<file path="config.mk">
export PLATFORM = sky130hd
export DESIGN_NAME = pe_cfg_loader_flat
export DESIGN_NICKNAME = d
export VERILOG_FILES = /design/src/rtl/pe_cfg_pkg.sv /design/src/rtl/pe_cfg_loader_if.sv /design/src/rtl/pe_cfg_loader.sv /design/src/flat_wrapper.sv
export SDC_FILE = /design/constraint.sdc
export NUM_CORES = 1
export LEC_CHECK = 0
export BUFFER_PORTS_ARGS = -buffer_cell sky130_fd_sc_hd__buf_2
export CAP_MARGIN = 10
export CORE_MARGIN = 8
export CORE_UTILIZATION = 25
export CTS_CLUSTER_DIAMETER = 100
export DETAILED_ROUTE_END_ITERATION = 12
export SYNTH_ARGS = -nofsm -noshare
export SYNTH_HDL_FRONTEND = slang
export SYNTH_SLANG_ARGS = --single-unit
</file>
<file path="constraint.sdc">
create_clock -name clk -period 3.45 [get_ports clk]
set_input_delay 0.1725 -clock clk [delete_from_list [all_inputs] [get_ports clk]]
set_output_delay 0.1725 -clock clk [all_outputs]
set_load 0.03 [all_outputs]
</file>
<file path="src/rtl/pe_cfg_pkg.sv">
// Shared types and constants for the PE-chain configuration loader.
// Control words are packed {bp_src, bp_ch, d_ch}, with d_ch in the LSBs.
package pe_cfg_pkg;

    localparam int KTAPS_DEFAULT = 9;

    typedef enum logic [1:0] {
        ST_IDLE   = 2'd0,
        ST_LOAD_W = 2'd1,
        ST_LOAD_C = 2'd2,
        ST_FIN    = 2'd3
    } cfg_state_e;

    // Control word field positions, counted in CL_IN-wide slots from the LSB.
    localparam int D_CH_SLOT   = 0;
    localparam int BP_CH_SLOT  = 1;
    localparam int BP_SRC_SLOT = 2;

    function automatic int ctrl_off(input int slot, input int cl_in);
        return slot * cl_in;
    endfunction

    function automatic int cnt_width(input int n);
        return (n > 1) ? $clog2(n) : 1;
    endfunction

endpackage

</file>
<file path="src/rtl/pe_cfg_loader_if.sv">
// Host-side weight and control streams feeding the configuration loader.
// Both streams use a valid/ready handshake.
interface pe_cfg_loader_if #(
    parameter int CL_IN = 4,
    parameter int M     = 4,
    parameter int CL1   = 2
);
    logic [CL_IN*M-1:0]     s_w_data;
    logic                   s_w_valid;
    logic                   s_w_ready;
    logic [2*CL_IN+CL1-1:0] s_c_data;
    logic                   s_c_valid;
    logic                   s_c_ready;

    modport master (
        output s_w_data, s_w_valid, s_c_data, s_c_valid,
        input  s_w_ready, s_c_ready
    );

    modport slave (
        input  s_w_data, s_w_valid, s_c_data, s_c_valid,
        output s_w_ready, s_c_ready
    );
endinterface

</file>
<file path="src/rtl/pe_cfg_loader.sv">
// Streams KTAPS*NUM_PE weight words and then NUM_PE control words into a PE chain.
// The first word supplied shifts farthest down the chain.
module pe_cfg_loader
    import pe_cfg_pkg::*;
#(
    parameter int CL_IN  = 4,
    parameter int CL1    = 2,
    parameter int M      = 4,
    parameter int NUM_PE = 4,
    parameter int KTAPS  = KTAPS_DEFAULT
) (
    input  logic               clk,
    input  logic               rst,
    input  logic               start,
    pe_cfg_loader_if.slave     host,
    output logic [CL_IN*M-1:0] w_in,
    output logic               w_conf,
    output logic               cntl_conf,
    output logic [CL_IN-1:0]   d_ch_in,
    output logic [CL_IN-1:0]   bp_ch_in,
    output logic [CL1-1:0]     bp_src_in,
    output logic               busy,
    output logic               done
);

    localparam int W_BEATS  = KTAPS * NUM_PE;
    localparam int WCNT_W   = cnt_width(W_BEATS);
    localparam int CCNT_W   = cnt_width(NUM_PE);
    localparam int D_OFF    = ctrl_off(D_CH_SLOT, CL_IN);
    localparam int BPCH_OFF = ctrl_off(BP_CH_SLOT, CL_IN);
    localparam int BPSR_OFF = ctrl_off(BP_SRC_SLOT, CL_IN);

    localparam logic [WCNT_W-1:0] W_LAST = WCNT_W'(W_BEATS - 1);
    localparam logic [CCNT_W-1:0] C_LAST = CCNT_W'(NUM_PE - 1);

    cfg_state_e          state_q, state_d;
    logic [WCNT_W-1:0]   wcnt_q, wcnt_d;
    logic [CCNT_W-1:0]   ccnt_q, ccnt_d;
    logic [CL_IN*M-1:0]  w_in_q, w_in_d;
    logic                w_conf_q, w_conf_d;
    logic                cntl_conf_q, cntl_conf_d;
    logic [CL_IN-1:0]    d_ch_q, d_ch_d;
    logic [CL_IN-1:0]    bp_ch_q, bp_ch_d;
    logic [CL1-1:0]      bp_src_q, bp_src_d;
    logic                done_q, done_d;
    logic                w_acc, c_acc;

    // Readies depend on state only so the host never sees a valid->ready loop.
    assign host.s_w_ready = (state_q == ST_LOAD_W);
    assign host.s_c_ready = (state_q == ST_LOAD_C);
    assign w_acc = host.s_w_ready && host.s_w_valid;
    assign c_acc = host.s_c_ready && host.s_c_valid;

    always_comb begin
        state_d     = state_q;
        wcnt_d      = wcnt_q;
        ccnt_d      = ccnt_q;
        w_in_d      = w_in_q;
        d_ch_d      = d_ch_q;
        bp_ch_d     = bp_ch_q;
        bp_src_d    = bp_src_q;
        w_conf_d    = 1'b0;
        cntl_conf_d = 1'b0;
        done_d      = 1'b0;

        case (state_q)
            ST_IDLE: begin
                if (start) begin
                    state_d = ST_LOAD_W;
                    wcnt_d  = '0;
                    ccnt_d  = '0;
                end
            end
            ST_LOAD_W: begin
                if (w_acc) begin
                    w_in_d   = host.s_w_data;
                    w_conf_d = 1'b1;
                    if (wcnt_q == W_LAST) state_d = ST_LOAD_C;
                    else                  wcnt_d  = wcnt_q + 1'b1;
                end
            end
            ST_LOAD_C: begin
                if (c_acc) begin
                    d_ch_d      = host.s_c_data[D_OFF +: CL_IN];
                    bp_ch_d     = host.s_c_data[BPCH_OFF +: CL_IN];
                    bp_src_d    = host.s_c_data[BPSR_OFF +: CL1];
                    cntl_conf_d = 1'b1;
                    if (ccnt_q == C_LAST) state_d = ST_FIN;
                    else                  ccnt_d  = ccnt_q + 1'b1;
                end
            end
            ST_FIN: begin
                state_d = ST_IDLE;
                done_d  = 1'b1;
            end
            default: state_d = ST_IDLE;
        endcase
    end

    always_ff @(posedge clk) begin
        if (rst) begin
            state_q     <= ST_IDLE;
            wcnt_q      <= '0;
            ccnt_q      <= '0;
            w_in_q      <= '0;
            w_conf_q    <= 1'b0;
            cntl_conf_q <= 1'b0;
            d_ch_q      <= '0;
            bp_ch_q     <= '0;
            bp_src_q    <= '0;
            done_q      <= 1'b0;
        end else begin
            state_q     <= state_d;
            wcnt_q      <= wcnt_d;
            ccnt_q      <= ccnt_d;
            w_in_q      <= w_in_d;
            w_conf_q    <= w_conf_d;
            cntl_conf_q <= cntl_conf_d;
            d_ch_q      <= d_ch_d;
            bp_ch_q     <= bp_ch_d;
            bp_src_q    <= bp_src_d;
            done_q      <= done_d;
        end
    end

    assign w_in      = w_in_q;
    assign w_conf    = w_conf_q;
    assign cntl_conf = cntl_conf_q;
    assign d_ch_in   = d_ch_q;
    assign bp_ch_in  = bp_ch_q;
    assign bp_src_in = bp_src_q;
    assign done      = done_q;
    assign busy      = (state_q != ST_IDLE);

endmodule

</file>
<file path="src/flat_wrapper.sv">
// flat-port wrapper written by rule: the top's interface ports become plain ports
module pe_cfg_loader_flat import pe_cfg_pkg::*;
#(
    parameter int CL_IN  = 4,
    parameter int CL1    = 2,
    parameter int M      = 4,
    parameter int NUM_PE = 4,
    parameter int KTAPS  = KTAPS_DEFAULT
)
  (clk, rst, start, w_in, w_conf, cntl_conf, d_ch_in, bp_ch_in, bp_src_in, busy, done, host_s_w_data, host_s_w_valid, host_s_c_data, host_s_c_valid, host_s_w_ready, host_s_c_ready);
  pe_cfg_loader_if #(.CL_IN(CL_IN), .M(M), .CL1(CL1)) host_i ();
  input  logic clk;
  input  logic rst;
  input  logic start;
  output logic [CL_IN*M-1:0] w_in;
  output logic w_conf;
  output logic cntl_conf;
  output logic [CL_IN-1:0] d_ch_in;
  output logic [CL_IN-1:0] bp_ch_in;
  output logic [CL1-1:0] bp_src_in;
  output logic busy;
  output logic done;
  input wire logic [$bits(host_i.s_w_data)-1:0] host_s_w_data;
  input wire logic [$bits(host_i.s_w_valid)-1:0] host_s_w_valid;
  input wire logic [$bits(host_i.s_c_data)-1:0] host_s_c_data;
  input wire logic [$bits(host_i.s_c_valid)-1:0] host_s_c_valid;
  output wire logic [$bits(host_i.s_w_ready)-1:0] host_s_w_ready;
  output wire logic [$bits(host_i.s_c_ready)-1:0] host_s_c_ready;
  assign host_i.s_w_data = host_s_w_data;
  assign host_i.s_w_valid = host_s_w_valid;
  assign host_i.s_c_data = host_s_c_data;
  assign host_i.s_c_valid = host_s_c_valid;
  assign host_s_w_ready = host_i.s_w_ready;
  assign host_s_c_ready = host_i.s_c_ready;
  pe_cfg_loader #(.CL_IN(CL_IN), .CL1(CL1), .M(M), .NUM_PE(NUM_PE), .KTAPS(KTAPS)) u_core (.clk(clk), .rst(rst), .start(start), .host(host_i), .w_in(w_in), .w_conf(w_conf), .cntl_conf(cntl_conf), .d_ch_in(d_ch_in), .bp_ch_in(bp_ch_in), .bp_src_in(bp_src_in), .busy(busy), .done(done));
endmodule
</file>
Word-level counts from Yosys, hierarchy flattened:

Index checks and enable logic that the tools add are counted.
W data, S select, Z words.

* div/mod/pow operators: 0
* add/sub/neg operators: 2
* shift-type cells: 0
* multiplexer cells: 17
* eq/ne operators: 12
* multiply operators: 0
* bitwise operators: 2
* order comparisons: 0
* reductions and logical operators: 13

Operators by type and width (number)
* $mux W6: 3
* $mux W2: 8
* $ne A2 B2 Y1 const B: 7
* $pmux W6 S2: 1
* $pmux W2 S4: 1
* $reduce_and A4 Y1: 2
* $add A6 B1 Y6 const B: 1
* $eq A2 B2 Y1 const B: 3
* $eq A6 B6 Y1 const B: 1
* $reduce_bool A2 Y1: 3
* $reduce_and A5 Y1: 1
* $pmux W2 S2: 1
* $reduce_and A2 Y1: 2
* $reduce_or A2 Y1: 2
* $mux W1: 3
* $add A2 B1 Y2 const B: 1
* $eq A2 B1 Y1 const B: 1
* $logic_and A1 B1 Y1: 2
* $logic_not A2 Y1: 1
* $not A1 Y1: 2

* input port bits: 31
* memories: 0
* register bits: 39
* memory bits (read-only): 0
* memory bits (writable): 0
* output and inout port bits: 32
* word-level logic and storage cells: 56
* latch bits: 0

Logic depth before layout (Yosys ltp):

Gate-level depths: netlist (run 1).

* depth after elaboration: 4
* gate-level depth with buffers: 7
* mapped depth without buffers: 6

Least setup slack after synthesis (run 1):

OpenSTA, ideal clock, no wires.

* path type: flip-flop to flip-flop
* from: reg u_core.state_q[1]
* to: reg u_core.w_in_q[5], in the netlist u_core.w_in[5]
* path buffers: 2
* library setup time: 132 ps
* clock period less this slack: 1753 ps
* setup slack: 1697 ps
* data arrival time: 1621 ps
* cell stages (with the launch flop): 8
* required time: 3318 ps
* cell sequence: dfxtp_1 inv_1 ha_1 clkbuf_1 nand2_1 clkbuf_1 nand2_1 a21oi_1

* longest elaborated chain between the ends: 3

Ends and longest elaborated chain
* start: declaration: line pe_cfg_loader.sv:36 `cfg_state_e state_q, state_d;`
* start signal: assignment: line pe_cfg_loader.sv:113 `state_q <= state_d;`
* $eq A2 B1 Y1 (*): line pe_cfg_loader.sv:49 `assign host.s_w_ready = (state_q == ST_LOAD_W);`
* net host_s_w_ready: line flat_wrapper.sv:27 `output wire logic [$bits(host_i.s_w_ready)-1:0] host_s_w_ready;`
* $logic_and A1 B1 Y1: line pe_cfg_loader.sv:51 `assign w_acc = host.s_w_ready && host.s_w_valid;`
* $reduce_and A2 Y1 (no line) (*)
* end signal: assignment: line pe_cfg_loader.sv:116 `w_in_q <= w_in_d;`
* end: declaration: line pe_cfg_loader.sv:39 `logic [CL_IN*M-1:0] w_in_q, w_in_d;`

The timed path passes the listed nets; every way through them passes the cells marked *.
A chain may end at the register's enable or synchronous reset.

Final worst setup path (run 1):

* from: reg u_core.state_q[0]
* to: reg u_core.state_q[1]

* longest elaborated chain between the ends: 4

Ends and longest elaborated chain (line)
* $eq A2 B1 Y1 or $eq A2 B2 Y1 (tied branches): pe_cfg_loader.sv:49, pe_cfg_loader.sv:66, pe_cfg_loader.sv:50
* $logic_and A1 B1 Y1, on equally long branches: pe_cfg_loader.sv:51, pe_cfg_loader.sv:52
* $ne A2 B2 Y1 (no line)
* $reduce_and A5 Y1 (no line)

Several ways; a longest one is shown, not always the timed one.

==> run_results.csv, run 1 <==
group,metric,value,unit
floorplanning,ioPinCount,63,
worst_setup_path,path_cells,"inv_1 -> ha_1 -> nor2b_1 -> a21oi_1 -> and3_1 -> mux2i_1",
floorplanning,die_x,96.2,µm
clock_tree,cts_buffers,5,
sta,rsz0062_at_grt,"no",
clock_tree,post_cts.repair.setup_buffers,0,
global_routing,grt_antenna_before_repair,0,
global_routing,grt_max_degree,40,
drt,postRouteAntennaNets,0,
global_routing,grt.total_usage,8.81,%
yosys,ys_warn_count,0,
global_routing,grt.met3_usage,2.96,%
worst_setup_path,end_kind,"register",
power,power,1.37,mW
drt,drc,0,
sta,finalSetupTns,0,ns
floorplanning,core.rowCount,29,
floorplanning,coreArea,6280,µm²
worst_setup_path,slowest_stage,"a21oi_1",
global_routing,busiest_layer,"met2",
sta,clock_skew,0.00378,ns
sta,worst_slew_pin_slew,0.753,ns
yosys,yosysTopAreaCellShare,48.6,%
power,vdd_drop_max,0.202,mV
floorplanning,dieArea,9250,µm²
cells_and_area,drive_above_1_share,27.9,%
cells_and_area,nets,295,
clock_tree,cts_tree,"built",
drt,firstDrtPassIters,4,
yosys,avgSynthCellArea,8.07,µm²
clock_tree,clk_latency,0.28,ns
yosys,syn-num-nets,236,
clock_tree,ctsHoldBuffers,0,
worst_setup_path,arrival,2.16,ns
yosys,yosysSeqAreaShare,48.6,%
sta,period_share,56.3,%
power,leakage,0.914,nW
clock_tree,clkTransAtPathRegs,0.08,ns
power,p_per_area,663,nW/µm²
clock_tree,clkSinkCount,39,
cells_and_area,mostFrequentLayoutCell,"buf_2",
clock_tree,htreeDepth,2,
global_routing,grt_pass1_wl,6400,µm
yosys,ys_seq_elements,39,
yosys,synthCells,199,
placement,dp_hpwl,3060,µm
job,maxCapViolCount,0,
run_status,status,"completed",
sta,fmax,515,MHz
drt,vias_per_cell,4.38,
placement,gp_congestion,0.834,
worst_setup_path,start_kind,"register",
worst_setup_path,required,3.67,ns
sta,finalCriticalPeriod,1.94,ns
cells_and_area,final_cell_mix,"buf_2 (62), nand2_1 (61), dfxtp_1 (39)",
worst_hold_path,hp-class,"input port to register",
global_routing,grtUsageMet2,14.6,%
global_routing,grt_use_met1,10.2,%
worst_setup_path,crit_path_max_fanout,9,
sta,hold_viol_final,0,
cells_and_area,syn2layout_area_growth,28.4,%
placement,port_buffers,62,
yosys,ys_types,30,
yosys,synth_area,1610,µm²
clock_tree,cts_root_buffer,"clkbuf_8",
clock_tree,post_cts_resized,0,
yosys,synth_area_leaders,"dfxtp_1 (49%), nand2_1 (14%), a21oi_1 (9.0%)",
drt,drt-initial-drc-count,68,
cells_and_area,n_antenna_cell,0,
sta,drv_slew,0,
floorplanning,fp.dieH,96.2,µm
clock_tree,cts_buffer_depth,2,
drt,routed-via-count,1467,
worst_setup_path,path_class,"register to register",
floorplanning,start_util,25.6,%
drt,detail_route.wirelength,4140,µm
global_routing,first_global_vias,1366,
yosys,synth.largest_area_cell,"dfxtp_1",
sta,slew_headroom,49.8,%
global_routing,overflow,0,
drt,routedWlPerCell,12.4,µm
worst_setup_path,max_stage_delay,0.51,ns
sta,setup_viol,0,
-- path summary, 6_finish.rpt --
| check | start | endpoint | slack [ns] | depth (start not counted) |
|---|---|---|---|---|
| worst min register to register | u_core.w_in[6]$_SDFFE_PP0P_ | u_core.w_in[6]$_SDFFE_PP0P_ | 0.45 | 2 |
| worst max register to register | u_core.state_q[0]$_SDFFE_PP0P_ | u_core.state_q[1]$_SDFFE_PP0P_ | 1.51 | 6 |
| worst min-delay path | host_s_w_data[14] | u_core.w_in[14]$_SDFFE_PP0P_ | 0.12 | 3 |
| worst max-delay path | u_core.state_q[0]$_SDFFE_PP0P_ | u_core.state_q[1]$_SDFFE_PP0P_ | 1.51 | 6 |
-- report_power, final --
group	total, mW	internal (mW)	switching, mW	leakage, nW
Combinational	0.522	0.174	0.347	0.551
Clock	0.310	0.157	0.154	0.0470
Sequential	0.536	0.505	0.0312	0.316
Total	1.37	0.837	0.532	0.914
-- sequential cells by signal, summed over array words and instances (netlist names), 2 cells and up --
signal,cells
u_core.wcnt_q,6
u_core.d_ch_in,4
u_core.bp_src_in,2
u_core.bp_ch_in,4
u_core.w_in,16
u_core.state_q,2
u_core.ccnt_q,2
-- Yosys cell counts --
cell / n
clkbuf_1: 9
nand4b_1: 1
a211oi_1: 2
or2_1: 1
and3_4: 1
nand4_1: 1
o21ai_1: 1
and2_1: 3
nand2_1: 61
and3_1: 1
a31oi_1: 1
o21a_1: 1
nand2b_1: 3
or2_2: 1
a32o_1: 4
a21oi_1: 29
nor2b_1: 3
nor3_1: 2
a21o_1: 1
nor2_1: 6
or3b_4: 1
nand3b_1: 1
o21ai_0: 4
ha_1: 6
nand3_1: 6
nor4_1: 1
inv_1: 5
dfxtp_1: 39
mux2i_1: 3
buf_1: 1
-- final cells by class --
type / instances / area [µm²]
Clock buffer: 6 / 82.6
Clock inverter: 1 / 5.00
Fill cell: 697 / 4210
Inverter: 5 / 18.8
Multi-Input combinational cell: 145 / 769
Sequential cell: 39 / 781
Tap cell: 77 / 96.3
Timing Repair Buffer: 62 / 310
-- critical path, delay by kind of cell (launching register included) --
kind	cells	cell delay (ns)
buffers and inverters	1	0.09
DFF	1	0.39
and+or+nand+nor	2	0.47
AOI/OAI and AO/OA	1	0.51
muxes	1	0.18
adders and majority gates	1	0.24
-- logic make-up after synthesis --
family / after synthesis / share of synthesized area, %
flip-flops: 39 / 48.6
AND/OR/NAND/NOR: 93 / 26.0
adder cells (fa/ha/maj): 6 / 4.67
buffers and inverters: 15 / 3.50
multiplexers: 3 / 1.87
AO/OA/AOI/OAI: 43 / 15.3
-- metrics by stage --
stage | worst slack (ns) | utilization (%) | instances | hold WS (ns) | cell area [µm²]
6_report | 1.51 | 32.9 | 335 | 0.116 | 2060
5_1_grt | 1.36 | 32.9 | 335 | 0.108 | 2060
4_1_cts | 1.52 | 32.9 | 335 | 0.106 | 2060
3_5_place_dp | 1.54 | 31.5 | 328 | 0.419 | 1980
3_3_place_gp | 1.60 | 31.5 | 328 | 0.413 | 1980
2_1_floorplan | 1.70 | - | 199 | 0.308 | 1610
-- metal layers --
layer | vias to the layer above | routed length, µm
li1 | 782 | -
met1 | 638 | 1770
met2 | 41 | 1940
met3 | 6 | 376
met4 | 0 | 58
met5 | - | 0
Power figures use the tool's default switching activity.
==> run 2, diff against run 1 <==
--- a/config.mk
+++ b/config.mk
@@ -5,6 +5,7 @@
 export SDC_FILE = /design/constraint.sdc
 export NUM_CORES = 1
 export LEC_CHECK = 0
+export ABC_AREA = 1
 export BUFFER_PORTS_ARGS = -buffer_cell sky130_fd_sc_hd__buf_2
 export CAP_MARGIN = 10
 export CORE_MARGIN = 8
==> constraint.sdc (replaced) <==
create_clock -name clk -period 1.6 [get_ports clk]
set_input_delay 0.08 -clock clk [delete_from_list [all_inputs] [get_ports clk]]
set_output_delay 0.08 -clock clk [all_outputs]
set_load 0.03 [all_outputs]
==> run_results.csv, run 2 <==
group,metric,value,unit
cells_and_area,multi_input_area,810,µm²
worst_setup_path,crit_path_frequent_cell,"nor2_1",
yosys,ys_seq_elements,39,
worst_setup_path,startpoint,"u_core.state_q[0]$_SDFFE_PP0P_",
cells_and_area,nFillCells,709,
sta,finalCriticalPeriod,1.41,ns
yosys,yosysSeqAreaShare,45.4,%
placement,place_ws,0.0615,ns
worst_setup_path,path_cells,"inv_1 -> ha_1 -> nand2_1 -> clkinv_1 -> nor2_1 -> nor2_1",
global_routing,grt_pass1_wl,7450,µm
drt,postRouteAntennaNets,0,
floorplanning,die_x,98.9,µm
yosys,synth_edf_count,0,
sta,finalSetupTns,0,ns
worst_setup_path,cp.depth,6,
global_routing,grt.total_usage,9.18,%
drt,routed-via-count,1595,
yosys,synthCells,234,
worst_hold_path,hp-class,"input port to register",
worst_setup_path,reg2reg_from,"u_core.state_q[0]$_SDFFE_PP0P_",
run_status,status,"completed",
sta,setup_viol,0,
sta,worst_slew_pin_slew,0.466,ns
cells_and_area,nets,336,
global_routing,grt_antenna_before_repair,0,
cells_and_area,mostFrequentLayoutCell,"nor2_1",
cells_and_area,n_antenna_cell,0,
cells_and_area,largest_register_ffs,16,
sta,fmax,709,MHz
worst_setup_path,rrSetupSlack,0.19,ns
yosys,avgSynthCellArea,7.34,µm²
cells_and_area,final-seq-area,782,µm²
job,maxCapViolCount,0,
worst_setup_path,max_stage_delay,0.38,ns
sta,drv_slew,0,
yosys,ys_types,26,
clock_tree,htreeDepth,2,
sta,clock_skew,0.0133,ns
clock_tree,cts_buffer_depth,2,
floorplanning,dieArea,9780,µm²
yosys,synth.largest_area_cell,"dfxtp_1",
floorplanning,start_util,25.6,%
clock_tree,clkSinkCount,39,
clock_tree,ctsHoldBuffers,0,
global_routing,overflow,0,
clock_tree,cts_root_buffer,"clkbuf_8",
drt,drc,0,
worst_setup_path,rr_worst_depth,6,
yosys,yosysMostFrequentCell,"nor2_1",
clock_tree,clkTransAtPathRegs,0.08,ns
yosys,synth_area,1720,µm²
cells_and_area,syn2layout_area_growth,31.4,%
sta,slew_headroom,68.9,%
sta,worst_slack,0.190,ns
cells_and_area,drive_above_1_share,30.3,%
sta,hold_viol_final,0,
yosys,ys_warn_count,0,
yosys,syn-num-nets,271,
drt,vias_per_cell,4.20,
floorplanning,coreArea,6720,µm²
sta,rsz0062_at_grt,"no",
yosys,synth_ff_type,"dfxtp_1",
clock_tree,post_cts.repair.setup_buffers,0,
worst_setup_path,path_class,"register to register",
power,leakage,1.08,nW
power,vdd_drop_max,0.792,mV
power,p_per_area,1790,nW/µm²
worst_setup_path,endpoint,"u_core.bp_src_in[0]$_SDFFE_PP0P_",
drt,firstDrtPassIters,4,
worst_setup_path,arrival,1.58,ns
floorplanning,core.rowCount,30,
sta,period_share,88.1,%
floorplanning,fp.dieH,98.9,µm
worst_setup_path,required,1.77,ns
drt,detail_route.wirelength,4360,µm
worst_setup_path,timing.rr.end,"u_core.bp_src_in[0]$_SDFFE_PP0P_",
worst_setup_path,end_kind,"register",
worst_setup_path,crit_path_max_fanout,10,
placement,gp_congestion,0.773,
cells_and_area,final_cell_mix,"nor2_1 (73), buf_2 (62), dfxtp_1 (38)",
yosys,ys_top_cells_by_count,"nor2_1 (73), dfxtp_1 (39), nand2_1 (26)",
placement,dp_hpwl,3360,µm
worst_setup_path,slowest_stage,"dfxtp_2",
global_routing,grt_max_degree,33,
global_routing,first_global_vias,1618,
drt,drt-initial-drc-count,50,
drt,routedWlPerCell,11.5,µm
worst_setup_path,critPathBufInv,2,
placement,port_buffers,62,
clock_tree,cts_tree,"built",
floorplanning,ioPinCount,63,
yosys,yosysTopAreaCellShare,45.4,%
clock_tree,clk_latency,0.29,ns
worst_setup_path,crit_family,"flip-flops",
yosys,synth-async-reset-ratio,0,%
yosys,synth_area_leaders,"dfxtp_1 (45%), nor2_1 (16%), o21ai_0 (6.4%)",
worst_setup_path,start_kind,"register",
clock_tree,cts_buffers,5,
clock_tree,post_cts_resized,0,
## run 2: changes by cell type after synthesis, moves of 7 or more
cell	previous run	this run
nor2_1	6	73
nand2_1	61	26
a21oi_1	29	6
o21ai_0	4	22
inv_1	5	17
clkbuf_1	9	1
o21ai_1	1	8
## run 2: worst min path at each step
stage,from,endpoint,depth (start not counted)
6_report,host_s_w_data[8],u_core.w_in[8]$_SDFFE_PP0P_,3
5_1_grt,host_s_w_data[8],u_core.w_in[8]$_SDFFE_PP0P_,3
4_1_cts,host_s_w_data[8],u_core.w_in[8]$_SDFFE_PP0P_,3
3_5_place_dp,host_s_w_data[8],u_core.w_in[8]$_SDFFE_PP0P_,3
3_3_place_gp,host_s_w_data[11],u_core.w_in[11]$_SDFFE_PP0P_,3
2_1_floorplan,host_s_w_data[10],u_core.w_in[10]$_SDFFE_PP0P_,2
## run 2: cells by family (layout without fill, tap and decap cells)
family	count (synthesis)	count (layout)	synth area share (%)
AO/OA/AOI/OAI	37	37	11.4
adder cells (fa/ha/maj)	6	6	4.37
buffers and inverters	32	98	8.59
flip-flops	39	39	45.4
AND/OR/NAND/NOR	120	120	30.2
## run 2: final cells by class
cell class / instances / area share (%)
inverters: 24 / 4.10
flip-flops and latches: 39 / 34.6
well taps: 80 / 4.43
repair buffers: 66 / 15.1
multi-input cells: 163 / 35.9
clock inverters: 2 / 2.66
clock buffers: 6 / 3.22
## run 2: per-stage QoR
stage	utilization, %	power [mW]	area, µm²	cells	hold WS [ns]
2_1_floorplan	-	2.62	1720	234	0.229
3_3_place_gp	31.3	3.02	2100	372	0.323
3_5_place_dp	31.3	3.06	2100	372	0.324
4_1_cts	33.2	4.04	2230	380	0.0181
5_1_grt	33.6	4.36	2260	380	0.0371
6_report	33.6	4.03	2260	380	0.0281
## run 2: metal layers
layer | track usage, % | part of all wire (%) | up-vias
met5 | 0 | 0 | -
met4 | 2.13 | 0.62 | 0
met3 | 4.86 | 9.4 | 5
met2 | 14.8 | 44 | 43
met1 | 10.4 | 46 | 677
li1 | - | - | 870
## run 2: report_power, final
group	internal, mW	leakage, nW	switching [mW]
clock network	0.624	0.0654	0.342
registers	1.17	0.318	0.118
logic	0.584	0.698	1.19
## run 2: tightest hold or removal path, delay by kind of cell
family	cells	cell delay, ns
AO/OA/AOI/OAI	1	0.06
buffers and inverters	1	0.08
AND/OR/NAND/NOR	1	0.07
==> run 3, diff against run 2 <==
==> constraint.sdc (replaced) <==
create_clock -name clk -period 1.55 [get_ports clk]
set_input_delay 0.0775 -clock clk [delete_from_list [all_inputs] [get_ports clk]]
set_output_delay 0.0775 -clock clk [all_outputs]
set_load 0.03 [all_outputs]
==> run_results.csv, run 3 (synthesis results as in run 2) <==
group,metric,value,unit
sta,worst_slack,0.161,ns
worst_setup_path,rr_worst_depth,7,
cells_and_area,drive_above_1_share,30.6,%
cells_and_area,final-seq-area,786,µm²
drt,detail_route.wirelength,4490,µm
worst_setup_path,end_kind,"register",
power,p_clk_share,17.8,%
cells_and_area,fin_cells,377,
power,p_int,2.15,mW
cells_and_area,final_cell_mix,"nor2_1 (73), buf_2 (62), dfxtp_1 (37)",
drt,routed-via-count,1613,
worst_setup_path,startpoint,"u_core.state_q[1]$_SDFFE_PP0P_",
clock_tree,clk_latency,0.28,ns
clock_tree,htreeDepth,2,
worst_hold_path,hp-start,"host_s_w_data[11]",
worst_setup_path,timing.rr.end,"u_core.wcnt_q[4]$_SDFFE_PP0P_",
clock_tree,clkSinkCount,39,
sta,period_share,89.6,%
cells_and_area,mostFrequentLayoutCell,"nor2_1",
clock_tree,cts_root_buffer,"clkbuf_8",
sta,finalCriticalPeriod,1.39,ns
floorplanning,start_util,25.6,%
worst_setup_path,path_class,"register to register",
sta,rsz0062_at_grt,"no",
drt,drc,0,
global_routing,grt_max_degree,33,
drt,drt-initial-drc-count,66,
sta,setup_viol,0,
worst_setup_path,rrSetupSlack,0.16,ns
floorplanning,core.rowCount,30,
clock_tree,clkTransAtPathRegs,0.07,ns
placement,place_ws,-0.0106,ns
global_routing,first_global_vias,1606,
sta,worst_slew_pin_slew,0.471,ns
cells_and_area,largest_register_ffs,16,
worst_hold_path,min_to,"u_core.w_in[11]$_SDFFE_PP0P_",
worst_hold_path,hold_depth,3,
clock_tree,ctsHoldBuffers,0,
clock_tree,cts_tree,"built",
placement,dp_hpwl,3430,µm
placement,port_buffers,62,
sta,clock_skew,0.00389,ns
sta,hold_viol_final,0,
worst_setup_path,start_kind,"register",
worst_setup_path,crit_path_max_fanout,8,
global_routing,overflow,0,
drt,postRouteAntennaNets,0,
worst_setup_path,reg2reg_from,"u_core.state_q[1]$_SDFFE_PP0P_",
power,vdd_drop_max,0.721,mV
power,p_per_area,1740,nW/µm²
cells_and_area,nets,334,
drt,vias_per_cell,4.28,
job,maxCapViolCount,0,
floorplanning,fp.dieH,98.9,µm
floorplanning,die_x,98.9,µm
clock_tree,cts_buffer_depth,2,
drt,routedWlPerCell,11.9,µm
global_routing,grt_antenna_before_repair,0,
cells_and_area,nFillCells,724,
cells_and_area,syn2layout_area_growth,28.0,%
sta,drv_slew,0,
worst_setup_path,arrival,1.60,ns
floorplanning,ioPinCount,63,
placement,gp_congestion,0.809,
sta,fmax,720,MHz
power,switchingPower,1.67,mW
clock_tree,cts_buffers,5,
floorplanning,dieArea,9780,µm²
drt,firstDrtPassIters,4,
global_routing,grt.total_usage,9.38,%
clock_tree,post_cts.repair.setup_buffers,0,
power,seqPwrFrac,35.0,%
sta,slew_headroom,68.6,%
placement,dp_cells,370,
power,swShare,43.8,%
power,pwr-share-comb,47.2,%
global_routing,grt_pass1_wl,7490,µm
run_status,status,"completed",
worst_hold_path,hp-class,"input port to register",
cells_and_area,n_antenna_cell,0,
power,leakage,1.05,nW
floorplanning,coreArea,6720,µm²
cells_and_area,multi_input_area,807,µm²
worst_setup_path,required,1.76,ns
==> run 3: cell types whose count changed in the layout (fill, tap and decap cells not counted), sizes merged <==
cell | previous run | this run
buf | 66 | 64
bufinv | 2 | 0
clkinv | 2 | 3
==> run 3: per-stage QoR <==
| stage | utilization, % | hold WS, ns | setup TNS [ns] | cell area, µm² | power, mW |
|---|---|---|---|---|---|
| floorplan | - | 0.226 | 0 | 1720 | 2.71 |
| global placement | 31.0 | 0.317 | 0 | 2090 | 3.10 |
| detailed placement | 31.0 | 0.320 | -0.0119 | 2090 | 3.13 |
| CTS | 32.4 | 0.0123 | 0 | 2180 | 3.84 |
| global route | 32.7 | 0.0268 | 0 | 2200 | 4.15 |
| finish | 32.7 | 0.0329 | 0 | 2200 | 3.82 |
==> run 3: metal layers <==
layer | routed length, µm | vias up | track usage, %
met2 | 2080 | 40 | 14.7
met5 | 0 | - | 0
met1 | 2000 | 710 | 11.0
met3 | 380 | 4 | 4.65
met4 | 32 | 0 | 2.48
li1 | - | 859 | -
==> run 3: what timing repair did <==
item / CTS / global route
setup endpoints to repair: 6 / 28
gates resized for setup: 1 / 7
cloned: 0 / 0
==> run 3: area by class of cell <==
cell class,count,share of cell area (%)
well taps,80,4.55
inverters,24,4.21
clock inverters,1,0.228
clock buffers,6,3.76
flip-flops and latches,39,35.7
repair buffers,64,14.8
multi-input cells,163,36.7
==> run 3: power by group through the flow <==
stage / Clock [mW] / Combinational (mW) / Sequential (mW)
3_5_place_dp: 0 / 1.79 / 1.35
5_1_grt: 0.770 / 2.01 / 1.37
6_report: 0.681 / 1.80 / 1.34
3_3_place_gp: 0 / 1.77 / 1.33
4_1_cts: 0.720 / 1.80 / 1.32
2_1_floorplan: 0 / 1.09 / 1.61
==> run 3: worst max path at each step <==
stage / end / slack [ns] / cells after the start
finish: u_core.wcnt_q[4]$_SDFFE_PP0P_ / 0.16 / 7
floorplan: u_core.wcnt_q[1]$_SDFFE_PP0P_ / 0.03 / 8
global route: u_core.wcnt_q[4]$_SDFFE_PP0P_ / 0.01 / 7
CTS: host_s_w_ready / 0.05 / 3
detailed placement: u_core.w_in[14]$_SDFFE_PP0P_ / -0.01 / 5
global placement: u_core.w_in[9]$_SDFFE_PP0P_ / 0.01 / 6
==> run 3: critical path, stage by stage (launching register included) <==
cell and delay, ns:
dfxtp_2 0.34, inv_1 0.12, ha_4 0.18, buf_4 0.16
nand4_2 0.19, nand3_4 0.14, nand2_1 0.06, a21oi_1 0.14
